File: config.mk
export PLATFORM = sky130hd
export DESIGN_NAME = sub32_seq
export DESIGN_NICKNAME = d
export VERILOG_FILES = /design/src/rtl/gpc_arith_pkg.sv /design/src/rtl/sub8_slice.sv /design/src/rtl/sub32_seq.sv
export SDC_FILE = /design/constraint.sdc
export NUM_CORES = 1
export LEC_CHECK = 0
export ABC_AREA = 1
export BUFFER_PORTS_ARGS = -buffer_cell sky130_fd_sc_hd__buf_2
export CELL_PAD_IN_SITES_DETAIL_PLACEMENT = 1
export CELL_PAD_IN_SITES_GLOBAL_PLACEMENT = 2
export CORE_MARGIN = 2
export CORE_UTILIZATION = 25
export CTS_BUF_LIST = sky130_fd_sc_hd__clkbuf_8 sky130_fd_sc_hd__clkbuf_16
export DETAILED_ROUTE_END_ITERATION = 7
export GPL_TIMING_DRIVEN = 1
export PLACE_DENSITY_LB_ADDON = 0.1
export SLEW_MARGIN = 20
export SYNTH_ARGS = -nofsm -noshare
export SYNTH_HDL_FRONTEND = slang
export SYNTH_HIERARCHICAL = 1
export SYNTH_SLANG_ARGS = --single-unit
File: constraint.sdc
create_clock -name clk -period 3.2 [get_ports clk]
set_clock_uncertainty 0.1 [all_clocks]
set_input_delay 0.16 -clock clk [delete_from_list [all_inputs] [get_ports clk]]
set_output_delay 0.16 -clock clk [all_outputs]
set_load 0.02 [all_outputs]
File: src/rtl/gpc_arith_pkg.sv
// gpc_arith_pkg: shared constants and types for the sequential 32-bit subtractor.
package gpc_arith_pkg;

    localparam int unsigned SLICE_W  = 8;
    localparam int unsigned N_SLICES = 4;
    localparam int unsigned DATA_W   = SLICE_W * N_SLICES;
    localparam int unsigned CNT_W    = 2;

    typedef enum logic [1:0] {
        IDLE,
        RUN,
        DONE
    } sub32_state_t;

    // {borrow, diff}
    typedef logic [DATA_W:0] sub32_result_t;

endpackage

File: src/rtl/sub8_slice.sv
// sub8_slice: combinational 8-bit subtract with borrow-in/borrow-out.
// Also exports the borrow into the MSB so the caller can derive signed overflow.
module sub8_slice
    import gpc_arith_pkg::*;
(
    input  logic [SLICE_W-1:0] a,
    input  logic [SLICE_W-1:0] b,
    input  logic               bin,
    output logic [SLICE_W-1:0] diff,
    output logic               bout,
    output logic               bmsb
);

    logic [SLICE_W-1:0] lo_res;
    logic [1:0]         hi_res;

    // Low bits first; the top bit of lo_res is the borrow into the MSB.
    always_comb begin
        lo_res = {1'b0, a[SLICE_W-2:0]} - {1'b0, b[SLICE_W-2:0]}
               - {{(SLICE_W-1){1'b0}}, bin};
        hi_res = {1'b0, a[SLICE_W-1]} - {1'b0, b[SLICE_W-1]} - {1'b0, lo_res[SLICE_W-1]};
        diff   = {hi_res[0], lo_res[SLICE_W-2:0]};
        bout   = hi_res[1];
        bmsb   = lo_res[SLICE_W-1];
    end

endmodule

File: src/rtl/sub32_seq.sv
// sub32_seq: multi-cycle 32-bit subtractor, a - b - bin, one 8-bit slice per clock.
// Result is {borrow, diff}. Optional zero/neg/ovf flags are built when
// SUB32_SEQ_FLAGS_EN is defined.
module sub32_seq
    import gpc_arith_pkg::*;
(
    input  logic                clk,
    input  logic                rst_n,
    input  logic                in_valid,
    output logic                in_ready,
    input  logic [DATA_W-1:0]   a,
    input  logic [DATA_W-1:0]   b,
    input  logic                bin,
    output logic                out_valid,
    input  logic                out_ready,
`ifdef SUB32_SEQ_FLAGS_EN
    output logic                zero,
    output logic                neg,
    output logic                ovf,
`endif
    output sub32_result_t       out
);

    sub32_state_t       state_q, state_d;
    logic [DATA_W-1:0]  a_q, b_q, diff_q, diff_d;
    logic               brw_q;
    logic [CNT_W-1:0]   cnt_q;
    logic               last_slice;

    logic [SLICE_W-1:0] a_s, b_s, d_s;
    logic               bout_s, bmsb_s;

`ifdef SUB32_SEQ_FLAGS_EN
    logic               zero_q, neg_q, ovf_q;
`endif

    assign last_slice = (cnt_q == CNT_W'(N_SLICES - 1));
    assign in_ready   = (state_q == IDLE);
    assign out_valid  = (state_q == DONE);
    assign out        = {brw_q, diff_q};

`ifdef SUB32_SEQ_FLAGS_EN
    assign zero = zero_q;
    assign neg  = neg_q;
    assign ovf  = ovf_q;
`endif

    // Route the active slice of the latched operands into the shared slice adder
    // and merge its result back into the difference word.
    always_comb begin
        a_s    = a_q[7:0];
        b_s    = b_q[7:0];
        diff_d = diff_q;
        case (cnt_q)
            2'd0: begin
                a_s          = a_q[7:0];
                b_s          = b_q[7:0];
                diff_d[7:0]  = d_s;
            end
            2'd1: begin
                a_s          = a_q[15:8];
                b_s          = b_q[15:8];
                diff_d[15:8] = d_s;
            end
            2'd2: begin
                a_s           = a_q[23:16];
                b_s           = b_q[23:16];
                diff_d[23:16] = d_s;
            end
            default: begin
                a_s           = a_q[31:24];
                b_s           = b_q[31:24];
                diff_d[31:24] = d_s;
            end
        endcase
    end

    sub8_slice u_slice (
        .a    (a_s),
        .b    (b_s),
        .bin  (brw_q),
        .diff (d_s),
        .bout (bout_s),
        .bmsb (bmsb_s)
    );

    // State register.
    always_ff @(posedge clk) begin
        if (!rst_n) begin
            state_q <= IDLE;
        end else begin
            state_q <= state_d;
        end
    end

    // Next-state logic; out_ready only matters once the result is held.
    always_comb begin
        state_d = state_q;
        case (state_q)
            IDLE:    if (in_valid) state_d = RUN;
            RUN:     if (last_slice) state_d = DONE;
            DONE:    if (out_ready) state_d = IDLE;
            default: state_d = IDLE;
        endcase
    end

    // Datapath: latch operands on accept, then one slice per clock while running.
    always_ff @(posedge clk) begin
        if (!rst_n) begin
            a_q    <= '0;
            b_q    <= '0;
            diff_q <= '0;
            brw_q  <= 1'b0;
            cnt_q  <= '0;
        end else begin
            if (state_q == IDLE && in_valid) begin
                a_q   <= a;
                b_q   <= b;
                brw_q <= bin;
                cnt_q <= '0;
            end else if (state_q == RUN) begin
                diff_q <= diff_d;
                brw_q  <= bout_s;
                cnt_q  <= cnt_q + 1'b1;
            end
        end
    end

`ifdef SUB32_SEQ_FLAGS_EN
    // Flags are captured with the final slice so they freeze together with out.
    always_ff @(posedge clk) begin
        if (!rst_n) begin
            zero_q <= 1'b0;
            neg_q  <= 1'b0;
            ovf_q  <= 1'b0;
        end else if (state_q == RUN && last_slice) begin
            zero_q <= (diff_d == '0);
            neg_q  <= diff_d[DATA_W-1];
            ovf_q  <= bmsb_s ^ bout_s;
        end
    end
`endif

endmodule

# After elaboration in Yosys (flattened, before gate mapping)
# Cells that the tools add are included.
totals:
  input_bits: 69
  register_bits: 101
  wordCells: 44
classes:
  n_addsub: 5
  n_eq_ne: 8
  reduce_logical: 11
  bitwise_logic: 3
  n_mux: 8
ops:
  columns: ["cell", "n"]
  rows:
  - ["8-bit one-hot mux with 3 select lines", 2]
  - ["3-bit AND reduction", 5]
  - ["7-bit by 7-bit subtractor with 8-bit output", 1]
  - ["8-bit by 1-bit subtractor with 8-bit output", 1]
  - ["2-bit == test, second input constant", 3]
  - ["2-bit two-way mux", 3]
  - ["2-bit one-hot mux with 3 select lines", 1]
  - ["2-bit by 1-bit == test with 1-bit output, second input constant", 2]
  - ["2-bit zero test", 2]
  - ["2-bit != test, second input constant", 2]
  - ["1-bit inverter", 3]
  - ["3-bit OR reduction", 1]
  - ["2-bit by 1-bit adder with 2-bit output, second input constant", 1]
  - ["1-bit two-way mux", 2]
  - ["2-bit by 1-bit != test with 1-bit output, second input constant", 1]
  - ["2-bit nonzero test", 1]
  - ["2-bit OR reduction", 1]
  - ["1-bit by 1-bit subtractor with 2-bit output", 1]
  - ["2-bit by 1-bit subtractor with 2-bit output", 1]
  - ["1-bit logical AND", 1]

# Depth between registers and ports, before layout
# Gate-level depths: netlist of run 1.
logic_depth:
  word_depth: 7
  ltp_mapped: 23
  depth_no_buf: 21

# Modules after synthesis
# Netlist of run 1, hierarchy kept.
by_module_without_submodules:
  columns: ["mod", "instances", "cells_each", "area_each_um2", "seq_area_each_um2"]
  rows:
  - ["sub32_seq", 1, 645, 4372.9, 2021.9]
  - ["sub8_slice", 1, 91, 529.3, 0.0]

# Worst setup path before layout of run 1
# Ideal clock, no wire load.
synth_timing:
  path_kind: "reg2reg"
  startpoint: "register cnt_q[0]"
  endpoint: "register diff_q[15]"
  setup_time_ns: 0.113
  path_stages_with_launch: 21
  t_required_ns: 2.987
  n_path_buf: 2
  arrival_time_ns: 3.058
  setup_slack_ns: -0.071
  synth_period_minus_slack_ns: 3.271
  cell_sequence: "dfxtp_1 > inv_1 > ha_1 > buf_2 > buf_1 > nand2_1 > nand3_1 > nand2_1 > nand2_1 > fa_1 > ha_1 > nand2_1 > nand3_1 > nand2_1 > nand3_1 > nand2_1 > nand2_1 > fa_1 > inv_1 > nor2_1 > nor2_1"
synth_via:
  elab_chain_cells: 5
  word_cells_on_any_way: 10
  classes_between: "add/sub (4); eq/ne (2); mux (2); reduce/logical (2)"
synth_rtl:
  columns: ["element", "line_no", "source"]
  rows:
  - ["from (decl)", "sub32_seq.sv:27", "logic [CNT_W-1:0] cnt_q;"]
  - ["from (signal assigned)", "sub32_seq.sv:124", "cnt_q <= cnt_q + 1'b1;"]
  - ["2-bit == test, or another cell as far along", "sub32_seq.sv:54", "case (cnt_q)"]
  - ["8-bit one-hot mux with 3 select lines *", "sub32_seq.sv:54", null]
  - ["net a_s[0]", "sub32_seq.sv:30", "logic [SLICE_W-1:0] a_s, b_s, d_s;"]
  - ["7-bit by 7-bit subtractor with 8-bit output *", "sub8_slice.sv:19", "lo_res = {1'b0, a[SLICE_W-2:0]} - {1'b0, b[SLICE_W-2:0]}"]
  - ["8-bit by 1-bit subtractor with 8-bit output *", "sub8_slice.sv:20", "- {{(SLICE_W-1){1'b0}}, bin};"]
  - ["net bmsb_s", "sub32_seq.sv:31", "logic bout_s, bmsb_s;"]
  - ["2-bit by 1-bit subtractor with 2-bit output *", "sub8_slice.sv:21", "hi_res = {1'b0, a[SLICE_W-1]} - {1'b0, b[SLICE_W-1]} - {1'b0, lo_res[SLICE_W-1]};"]
  - ["net d_s[7]", "sub32_seq.sv:30", null]
  - ["to (signal assigned)", "sub32_seq.sv:122", "diff_q <= diff_d;"]
  - ["to (decl)", "sub32_seq.sv:25", "logic [DATA_W-1:0] a_q, b_q, diff_q, diff_d;"]
# The timed path passes the listed nets; every way through them passes the cells marked *.
# A chain may end at the register's enable or synchronous reset.

# Worst setup path after layout of run 1
layout_timing:
  startpoint: "register cnt_q[0]"
  endpoint: "register diff_q[7]"
layout_via:
  elab_chain_cells: 5
  word_cells_on_any_way: 10
  classes_between: "add/sub (4); eq/ne (2); mux (2); reduce/logical (2)"
layout_rtl:
  columns: ["element", "line_no"]
  rows:
  - ["2-bit == test, or another cell as far along", "sub32_seq.sv:54"]
  - ["8-bit one-hot mux with 3 select lines *", "sub32_seq.sv:54"]
  - ["net b_s[3]", "sub32_seq.sv:30"]
  - ["7-bit by 7-bit subtractor with 8-bit output *", "sub8_slice.sv:19"]
  - ["8-bit by 1-bit subtractor with 8-bit output *", "sub8_slice.sv:20"]
  - ["net bmsb_s", "sub32_seq.sv:31"]
  - ["2-bit by 1-bit subtractor with 2-bit output *", "sub8_slice.sv:21"]
  - ["net d_s[7]", "sub32_seq.sv:30"]
# Marks and branches as above.

==> impl_metrics.toml, run 1 <==
[status]
status = "complete, no violations"

[sta]
tightestPinTransition_ns = 0.754
timing.final.crit_period_ns = 3.04
timing.slew.headroom = 0.498
setup-violations-final = 0
finalSetupTns_ns = 0
fmax_ghz = 0.329
setup_ws_ns = 0.158
period_share = 0.951
hold_viol = 0
slew_viol_final = 0

[pwr]
p_switching_mw = 1.14
swShare = 0.333
leakage_nw = 3.41
pwr-share-clk = 0.320
powerDensity_mw_per_mm2 = 507
totalPowerFinal_mw = 3.43
pwr-share-seq = 0.408
vdd_drop_max_mv = 0.261
internal_power_mw = 2.29
pwr-share-comb = 0.272

[place]
place_ws_ns = -0.165
io_buffers = 103
hpwlAfterDp_um = 11100
placed_area_mm2 = 0.00571
gp_congestion = 0.722

[critical_path]
worstPathCellList = "inv_6 -> ha_4 -> buf_12 -> buf_12 -> nand2_1 -> nand3_1 -> nand2_1 -> nand2_1 -> ha_1 -> inv_2 -> ha_4 -> nand2_2 -> nor2_2 -> nand2_1 -> nand4_1 -> nand2_1 -> fa_1 -> inv_2 -> nor2_1 -> nor2_1"
setup.worst_path.end_class = "register"
cp_max_fo = 11
critPathLaunchType = "register"
path_class = "register to register"
cpMostUsedCell = "nand2_1"
cpMaxStageDelayCell = "fa_1"
critical_path_required_ns = 3.35
slowest_delay_ns = 0.50
worstPathArrival_ns = 3.19

[cts]
clock_sinks = 101
cts-buffers-inserted = 9
clock_path_buffers = 2
htreeDepth = 3
worst_skew_pair.late_latency_ns = 0.35
cts-root-buf = "clkbuf_16"
clk_pin_slew_ns = 0.07
cts_tree = "yes"

[drt]
drtAntennaViolNets = 0
viasPerCell = 4.19
wire_per_inst_um = 13.1
first_pass_iters = 4
vias = 4897
routed_wl_um = 15300
remaining_drc_errors = 0
drt_iter0_drc = 131

[synth]
synthTopCellsByArea = "dfxtp_1, nand2_1, nor2_1, inv_1, ha_1"
yosysMostFrequentCell = "nand2_1"
ys.flop_type = "dfxtp_1"
syn_nets = 825
synth_top_area_share = 0.412
async_flop_share = 0
synth-seq-cells = 101
synth_edf_count = 0
yosys_warnings = 6
yosysSeqAreaShare = 0.412
synth.distinct_cells = 26
yosys-top-cells-count = "nand2_1, nor2_1, dfxtp_1"
postSynthAreaPerCell_um2 = 6.66
syn_inst = 736
synth_area_mm2 = 0.00490
yosys.area.top_type = "dfxtp_1"

[global_routing]
grt_usage = 0.153
antenna_found_initial = 0
first_global_vias = 4999
grt_overflow_total = 0
grt_first_pass_wirelength_um = 24800
grt_max_degree = 69

[final_layout]
multiInputGateArea_mm2 = 0.00249
num_antenna_cells = 0
seqCellArea_mm2 = 0.00203
fillers = 2494
fin_area_mm2 = 0.00677
final_util = 0.350
area_growth_pct = 38.1
drive_gt1_frac = 0.198
num-nets-final = 988

[min_path]
worst_hold_path_type = "input pin to register"

[floorplanning]
dieArea_mm2 = 0.0207
core-area_mm2 = 0.0193
io_pins = 104
initial_core_util = 0.254
num_rows = 51
dieHeight_um = 144
die_w_um = 144

[run]
maxCapViolCount = 0
==> cell type report <==
class,instances,area share
Clock buffer,10,0.0353
Clock inverter,6,0.00758
Inverter,72,0.0416
Multi-Input combinational cell,525,0.368
Sequential cell,101,0.300
Tap cell,265,0.0490
Timing Repair Buffer,190,0.199
==> stage by stage <==
step,hold slack [ns],instances
after global routing,0.0380,1169
after detailed placement,0.304,1090
final,0.0216,1169
after CTS,0.00792,1169
after global placement,0.297,1090
after floorplan,0.206,736
==> kinds of logic after synthesis <==
| logic type | count (synthesis) | share of synthesized area |
|---|---|---|
| simple gates | 432 | 0.351 |
| buf+inv | 110 | 0.104 |
| flops | 101 | 0.412 |
| compound gates | 70 | 0.0715 |
| fa+ha+maj | 20 | 0.0556 |
| xor+xnor | 3 | 0.00536 |
==> layer usage <==
| layer | part of all wire | vias up | global-route usage |
|---|---|---|---|
| met5 | 0 | - | 0 |
| met4 | 0.0095 | 0 | 0.0372 |
| met3 | 0.031 | 9 | 0.0301 |
| met2 | 0.48 | 78 | 0.269 |
| met1 | 0.48 | 2261 | 0.192 |
| li1 | - | 2549 | - |
==> power groups by stage <==
| stage | clock [mW] | sequential [mW] | combinational [mW] |
|---|---|---|---|
| 4_1_cts | 1.14 | 1.40 | 0.902 |
| 3_5_place_dp | 0 | 1.43 | 0.837 |
| 6_report | 1.10 | 1.40 | 0.933 |
| 3_3_place_gp | 0 | 1.43 | 0.817 |
| 5_1_grt | 1.20 | 1.41 | 1.06 |
| 2_1_floorplan | 0 | 1.43 | 0.514 |
==> worst max-delay path, delay by kind of cell (launching register included) <==
| kind | cells | cell delay, ns |
|---|---|---|
| adders and majority gates | 4 | 1.22 |
| buffers and inverters | 5 | 0.42 |
| DFF | 1 | 0.40 |
| and+or+nand+nor | 11 | 0.81 |
==> cell usage in the layout (no fill, tap or decap), types with 2 or more instances in the layout <==
cell	n
xor2_1	3
inv_4	2
dlygate4sd3_1	58
dfxtp_1	99
nand2_2	2
buf_6	2
o21ai_0	34
buf_12	2
buf_2	103
dfxtp_4	2
buf_4	25
fa_1	2
nand4_1	2
ha_4	8
clkinv_2	2
ha_1	9
nand2_1	199
clkinv_4	2
clkbuf_16	9
a21oi_1	5
inv_1	65
inv_2	3
nand3_1	20
nand2_4	5
nor2_1	198
o21ai_1	30
inv_6	3
==> sequential cells by signal, summed over array words and instances, names as in the netlist <==
name / flops
diff_q: 32
a_q: 32
cnt_q: 2
state_q: 2
b_q: 32
brw_q: 1
==> path summary, 6_finish.rpt <==
| path | from | end | slack, ns | cells past startpoint |
|---|---|---|---|---|
| max | cnt_q[0] | diff_q[7] | 0.16 | 20 |
| min | b[25] | b_q[25] | 0.02 | 3 |
| max reg2reg | cnt_q[0] | diff_q[7] | 0.16 | 20 |
| min reg2reg | a_q[29] | a_q[29] | 0.38 | 2 |
==> timing repair <==
item / 4_1_cts / 5_1_grt
setup buffers: 5 / 0
resized for setup: 11 / 18
setup endpoints to repair: 8 / 7
hold buffers: 58 / 0
pin swaps: 0 / 4
endpoints found under the hold margin: 58 / 0
Note: power is estimated with default switching activity, not from simulation.
==> run 2: changes to the inputs <==
CTS_BUF_LIST = sky130_fd_sc_hd__clkbuf_4 sky130_fd_sc_hd__clkbuf_8   (was sky130_fd_sc_hd__clkbuf_8 sky130_fd_sc_hd__clkbuf_16)
==> run 2 against run 1 <==
  * Via count hardly changed
  * Clock-buffer cell count stayed put
  * Hold slack better by 0.012 ns
  * Fmax increased by 0.48%
  * Global-route usage rose by 0.091 points
  * Final area shrank 0.76%
  * Non-clock buffer count grew 5
  * Total power fell by 8.2%
  * Register-to-register slack is essentially flat
  * Setup slack better by 0.014 ns
==> impl_metrics.toml, run 2 (synthesis results as in run 1) <==
[status]
status = "complete, no violations"

[place]
gp_congestion = 0.722
placed_area_mm2 = 0.00571
io_buffers = 103
hpwlAfterDp_um = 11100
dp_cells = 1090

[global_routing]
grt_usage = 0.154
first_global_vias = 5013
grt_first_pass_wirelength_um = 24900
grt_overflow_total = 0
antenna_found_initial = 0
grt_max_degree = 69

[sta]
period_share = 0.946
timing.final.crit_period_ns = 3.03
fmax_ghz = 0.330
tightestPinTransition_ns = 0.755
timing.slew.headroom = 0.497
setup-violations-final = 0
slew_viol_final = 0
hold_viol = 0
finalSetupTns_ns = 0

[pwr]
pwr-share-comb = 0.297
vdd_drop_max_mv = 0.178
powerDensity_mw_per_mm2 = 469
pwr-share-seq = 0.444
internal_power_mw = 2.05
p_switching_mw = 1.10
pwr-share-clk = 0.259
swShare = 0.350
leakage_nw = 3.38

[floorplanning]
io_pins = 104
die_w_um = 144
dieArea_mm2 = 0.0207
initial_core_util = 0.254
core-area_mm2 = 0.0193
dieHeight_um = 144
num_rows = 51

[cts]
clk_pin_slew_ns = 0.10
clock_path_buffers = 2
htreeDepth = 3
cts_tree = "yes"
clock_sinks = 101
cts-root-buf = "clkbuf_8"
worst_skew_pair.late_latency_ns = 0.39
cts-buffers-inserted = 9

[final_layout]
fin_area_mm2 = 0.00672
stdcell_count = 1174
mostFrequentLayoutCell = "nand2_1"
final_cell_mix = "nand2_1, nor2_1, buf_2, dfxtp_1, inv_1"
reg_top3 = "a_q x32, b_q x32, diff_q x32"
drive_gt1_frac = 0.198
num-nets-final = 993
num_antenna_cells = 0
area_growth_pct = 37.0

[drt]
viasPerCell = 4.17
wire_per_inst_um = 13.1
vias = 4901
first_pass_iters = 4
remaining_drc_errors = 0
drtAntennaViolNets = 0
routed_wl_um = 15300
drt_iter0_drc = 130

[min_path]
holdPathStages = 4
worst_hold_path.endpoint = "brw_q"
min_from = "in_valid"
worst_hold_path_type = "input pin to register"

[critical_path]
cpMostUsedCell = "nand2_1"
setup.worst_path.end_class = "register"
critical_path_required_ns = 3.39
cpMaxStageDelayCell = "fa_1"
worstPathCellList = "inv_6 -> ha_4 -> buf_12 -> buf_12 -> nand2_1 -> nand3_1 -> nand2_1 -> nand2_1 -> ha_1 -> inv_2 -> ha_4 -> nand2_2 -> nor2_2 -> nand2_1 -> nand4_1 -> nand2_1 -> fa_1 -> inv_2 -> nor2_1 -> nor2_1"
worstPathArrival_ns = 3.22
slowest_delay_ns = 0.51
r2r_cells = 20
reg2reg_to = "diff_q[7]"
critPathLaunchType = "register"
rrSetupSlack_ns = 0.17
path_class = "register to register"
critPathBufInv = 5
worstReg2RegStart = "cnt_q[0]"
cp_max_fo = 11
cp_top_family = "adder cells"

[run]
maxCapViolCount = 0
[run 2: cell types whose count changed in the layout (fill, tap and decap cells not counted), sizes merged]
cell         previous run  this run
dlygate4sd3            58        63
[run 2: cell type report]
class / instances / area [µm²]
fill: 2508 / 12600
inverter: 72 / 282
tap: 265 / 332
clock buffer: 10 / 138
clock inverter: 6 / 51.3
multi-input combinational: 525 / 2490
timing repair buffer: 195 / 1400
sequential: 101 / 2030
[run 2: worst max-delay path by stage]
stage | start | end | slack (ns) | cells after the start
finish | cnt_q[0] | diff_q[7] | 0.17 | 20
global route | cnt_q[0] | diff_q[31] | -0.02 | 21
CTS | cnt_q[0] | diff_q[7] | 0.0005 | 20
detailed placement | cnt_q[1] | diff_q[7] | -0.16 | 21
global placement | cnt_q[1] | diff_q[31] | -0.04 | 21
floorplan | cnt_q[1] | diff_q[15] | 0.01 | 18
[run 2: timing repair]
| item | in CTS | in global routing |
|---|---|---|
| gates resized for setup | 11 | 19 |
| hold buffers | 63 | 0 |
| pin swaps | 1 | 5 |
| endpoints found under the hold margin | 63 | 0 |
| buffers inserted | 5 | 0 |
| setup endpoints to repair | 10 | 15 |
[run 2: power groups by stage]
stage,Clock [mW],Combinational (mW),Sequential [mW]
2_1_floorplan,0,0.514,1.43
3_3_place_gp,0,0.817,1.43
3_5_place_dp,0,0.837,1.43
4_1_cts,0.864,0.912,1.40
5_1_grt,0.921,1.07,1.41
6_report,0.815,0.935,1.40
[run 2: metal layers]
layer,share of wire,vias to the layer above,track usage
met3,0.034,12,0.0321
met4,0.010,0,0.0387
met1,0.48,2252,0.193
met5,0,-,0
li1,-,2560,-
met2,0.48,77,0.269
[run 2: worst min-delay path, stage by stage]
cell	delay, ns
buf_2	0.11
nand3b_1	0.10
nand2_1	0.07
nor2_1	0.04
[run 2: per-stage QoR]
step	hold WS (ns)	utilization	setup WS [ns]	total power, mW
2_1_floorplan	0.206	-	0.0128	1.95
4_1_cts	0.0196	0.343	0.000507	3.18
3_3_place_gp	0.297	0.295	-0.0355	2.25
3_5_place_dp	0.304	0.295	-0.165	2.27
6_report	0.0333	0.347	0.173	3.15
5_1_grt	0.0253	0.347	-0.0235	3.40
==> run 3: changes to the inputs <==
CELL_PAD_IN_SITES_GLOBAL_PLACEMENT = 1   (was 2)
==> run 3 against run 2 <==
  * Clock power grew 18%
  * Register-to-register slack lost 0.03 ns
  * Global-route usage grew 0.32 points
  * Final area grew 4.1%
  * Sequential cell count is the same
  * Highest routed layer unchanged
==> impl_metrics.toml, run 3 (synthesis results as in run 1) <==
[cts]
cts-root-buf = "clkbuf_8"
clk_pin_slew_ns = 0.10
htreeDepth = 3
cts_tree = "yes"
clock_sinks = 101
clock_path_buffers = 2
worst_skew_pair.late_latency_ns = 0.39
cts-buffers-inserted = 9

[sta]
period_share = 0.954
tightestPinTransition_ns = 0.664
slew_viol_final = 0
timing.slew.headroom = 0.557
setup-violations-final = 0
fmax_ghz = 0.327
hold_ws_ns = 0.0184
timing.final.crit_period_ns = 3.05
hold_viol = 0

[min_path]
holdPathStages = 4
min_from = "in_valid"
worst_hold_path_type = "input pin to register"
worst_hold_path.endpoint = "brw_q"

[critical_path]
critical_path_required_ns = 3.39
slowest_delay_ns = 0.55
worstPathArrival_ns = 3.24
rrSetupSlack_ns = 0.15
r2r_cells = 21
cpMaxStageDelayCell = "fa_1"
cp_top_family = "adder cells"
worstReg2RegStart = "cnt_q[0]"
critPathBufInv = 5
setup.worst_path.end_class = "register"
critPathLaunchType = "register"
path_class = "register to register"
worstPathCellList = "inv_6 -> ha_4 -> buf_6 -> buf_6 -> nand2_1 -> nand3_1 -> nand2_1 -> nand2_2 -> ha_4 -> inv_2 -> ha_4 -> nand2_1 -> nand2_2 -> nand2_2 -> nand3_2 -> nand2_1 -> nand2_2 -> fa_1 -> inv_2 -> nor2_1 -> nor2_1"
reg2reg_to = "diff_q[7]"
cp_max_fo = 7

[final_layout]
num-nets-final = 1003
final_util = 0.362
fillers = 2452
reg_top3 = "a_q x32, b_q x32, diff_q x32"
drive_gt1_frac = 0.244
final_cell_mix = "nor2_1, nand2_1, buf_2, dfxtp_1, dlygate4sd3_1"
num_antenna_cells = 0
mostFrequentLayoutCell = "nor2_1"
area_growth_pct = 42.7

[pwr]
leakage_nw = 3.47
swShare = 0.328
pwr-share-seq = 0.415
pwr-share-comb = 0.300
vdd_drop_max_mv = 0.187
powerDensity_mw_per_mm2 = 483
internal_power_mw = 2.27
pwr-share-clk = 0.284
p_switching_mw = 1.11

[drt]
routed_wl_um = 16000
drtAntennaViolNets = 0
drt_iter0_drc = 133
remaining_drc_errors = 0
vias = 4970
viasPerCell = 4.20
first_pass_iters = 4
wire_per_inst_um = 13.5

[global_routing]
grt_max_degree = 100
grt_usage = 0.157
antenna_found_initial = 0
grt_first_pass_wirelength_um = 25100
grt_overflow_total = 0
first_global_vias = 5052

[place]
io_buffers = 103
gp_congestion = 0.760
hpwlAfterDp_um = 11300

[run]
maxCapViolCount = 0

[floorplanning]
core-area_mm2 = 0.0193
initial_core_util = 0.254
dieHeight_um = 144
num_rows = 51
io_pins = 104
dieArea_mm2 = 0.0207
die_w_um = 144

[status]
status = "complete, no violations"
-- run 3: worst min-delay path: stages --
cell and delay (ns):
buf_2 0.11, nand3b_1 0.08, nand2_1 0.07, nor2_1 0.04
-- run 3: how the worst max path moves through the flow --
stage / start / endpoint / slack (ns) / depth (start not counted)
2_1_floorplan: cnt_q[1] / diff_q[15] / 0.01 / 18
3_3_place_gp: cnt_q[0] / diff_q[23] / -0.09 / 20
3_5_place_dp: cnt_q[0] / diff_q[23] / -0.22 / 20
4_1_cts: cnt_q[0] / diff_q[23] / 0.02 / 19
5_1_grt: cnt_q[0] / diff_q[23] / -0.009 / 20
6_report: cnt_q[0] / diff_q[7] / 0.15 / 21
-- run 3: what timing repair did --
action	CTS	global route
cloned	0	0
pin swaps	1	29
endpoints found under the setup margin	10	9
gates resized for setup	11	68
setup buffers	2	10
hold buffers	66	0
hold endpoints to repair	66	0
-- run 3: metal layers --
metal | wire (µm) | part of all wire | global-route usage
met2 | 7760 | 0.48 | 0.274
met3 | 410 | 0.026 | 0.0222
met1 | 7560 | 0.47 | 0.197
met4 | 293 | 0.018 | 0.0568
met5 | 0 | 0 | 0
-- run 3: layout make-up --
type	count	area [µm²]	area share
clock buffer	13	166	0.0238
clock inverter	3	67.6	0.00966
inverter	72	280	0.0401
multi-input combinational	525	2630	0.375
sequential	101	2030	0.290
tap	265	332	0.0474
timing repair buffer	205	1490	0.213
-- run 3: power by group through the flow --
| stage | clock network [mW] | logic, mW | registers [mW] |
|---|---|---|---|
| global route | 1.04 | 1.15 | 1.42 |
| floorplan | 0 | 0.514 | 1.43 |
| detailed placement | 0 | 0.819 | 1.44 |
| finish | 0.960 | 1.02 | 1.40 |
| CTS | 0.994 | 0.890 | 1.41 |
| global placement | 0 | 0.799 | 1.43 |
-- run 3: through the flow --
stage	instances	setup slack, ns	power [mW]	cell area (µm²)	TNS, ns
detailed placement	1090	-0.223	2.26	5710	-0.905
finish	1184	0.146	3.38	6990	0
global placement	1090	-0.0858	2.23	5710	-0.314
global route	1184	-0.00927	3.61	6990	-0.0233
floorplan	736	0.0128	1.95	4910	0
CTS	1174	0.0229	3.29	6660	0
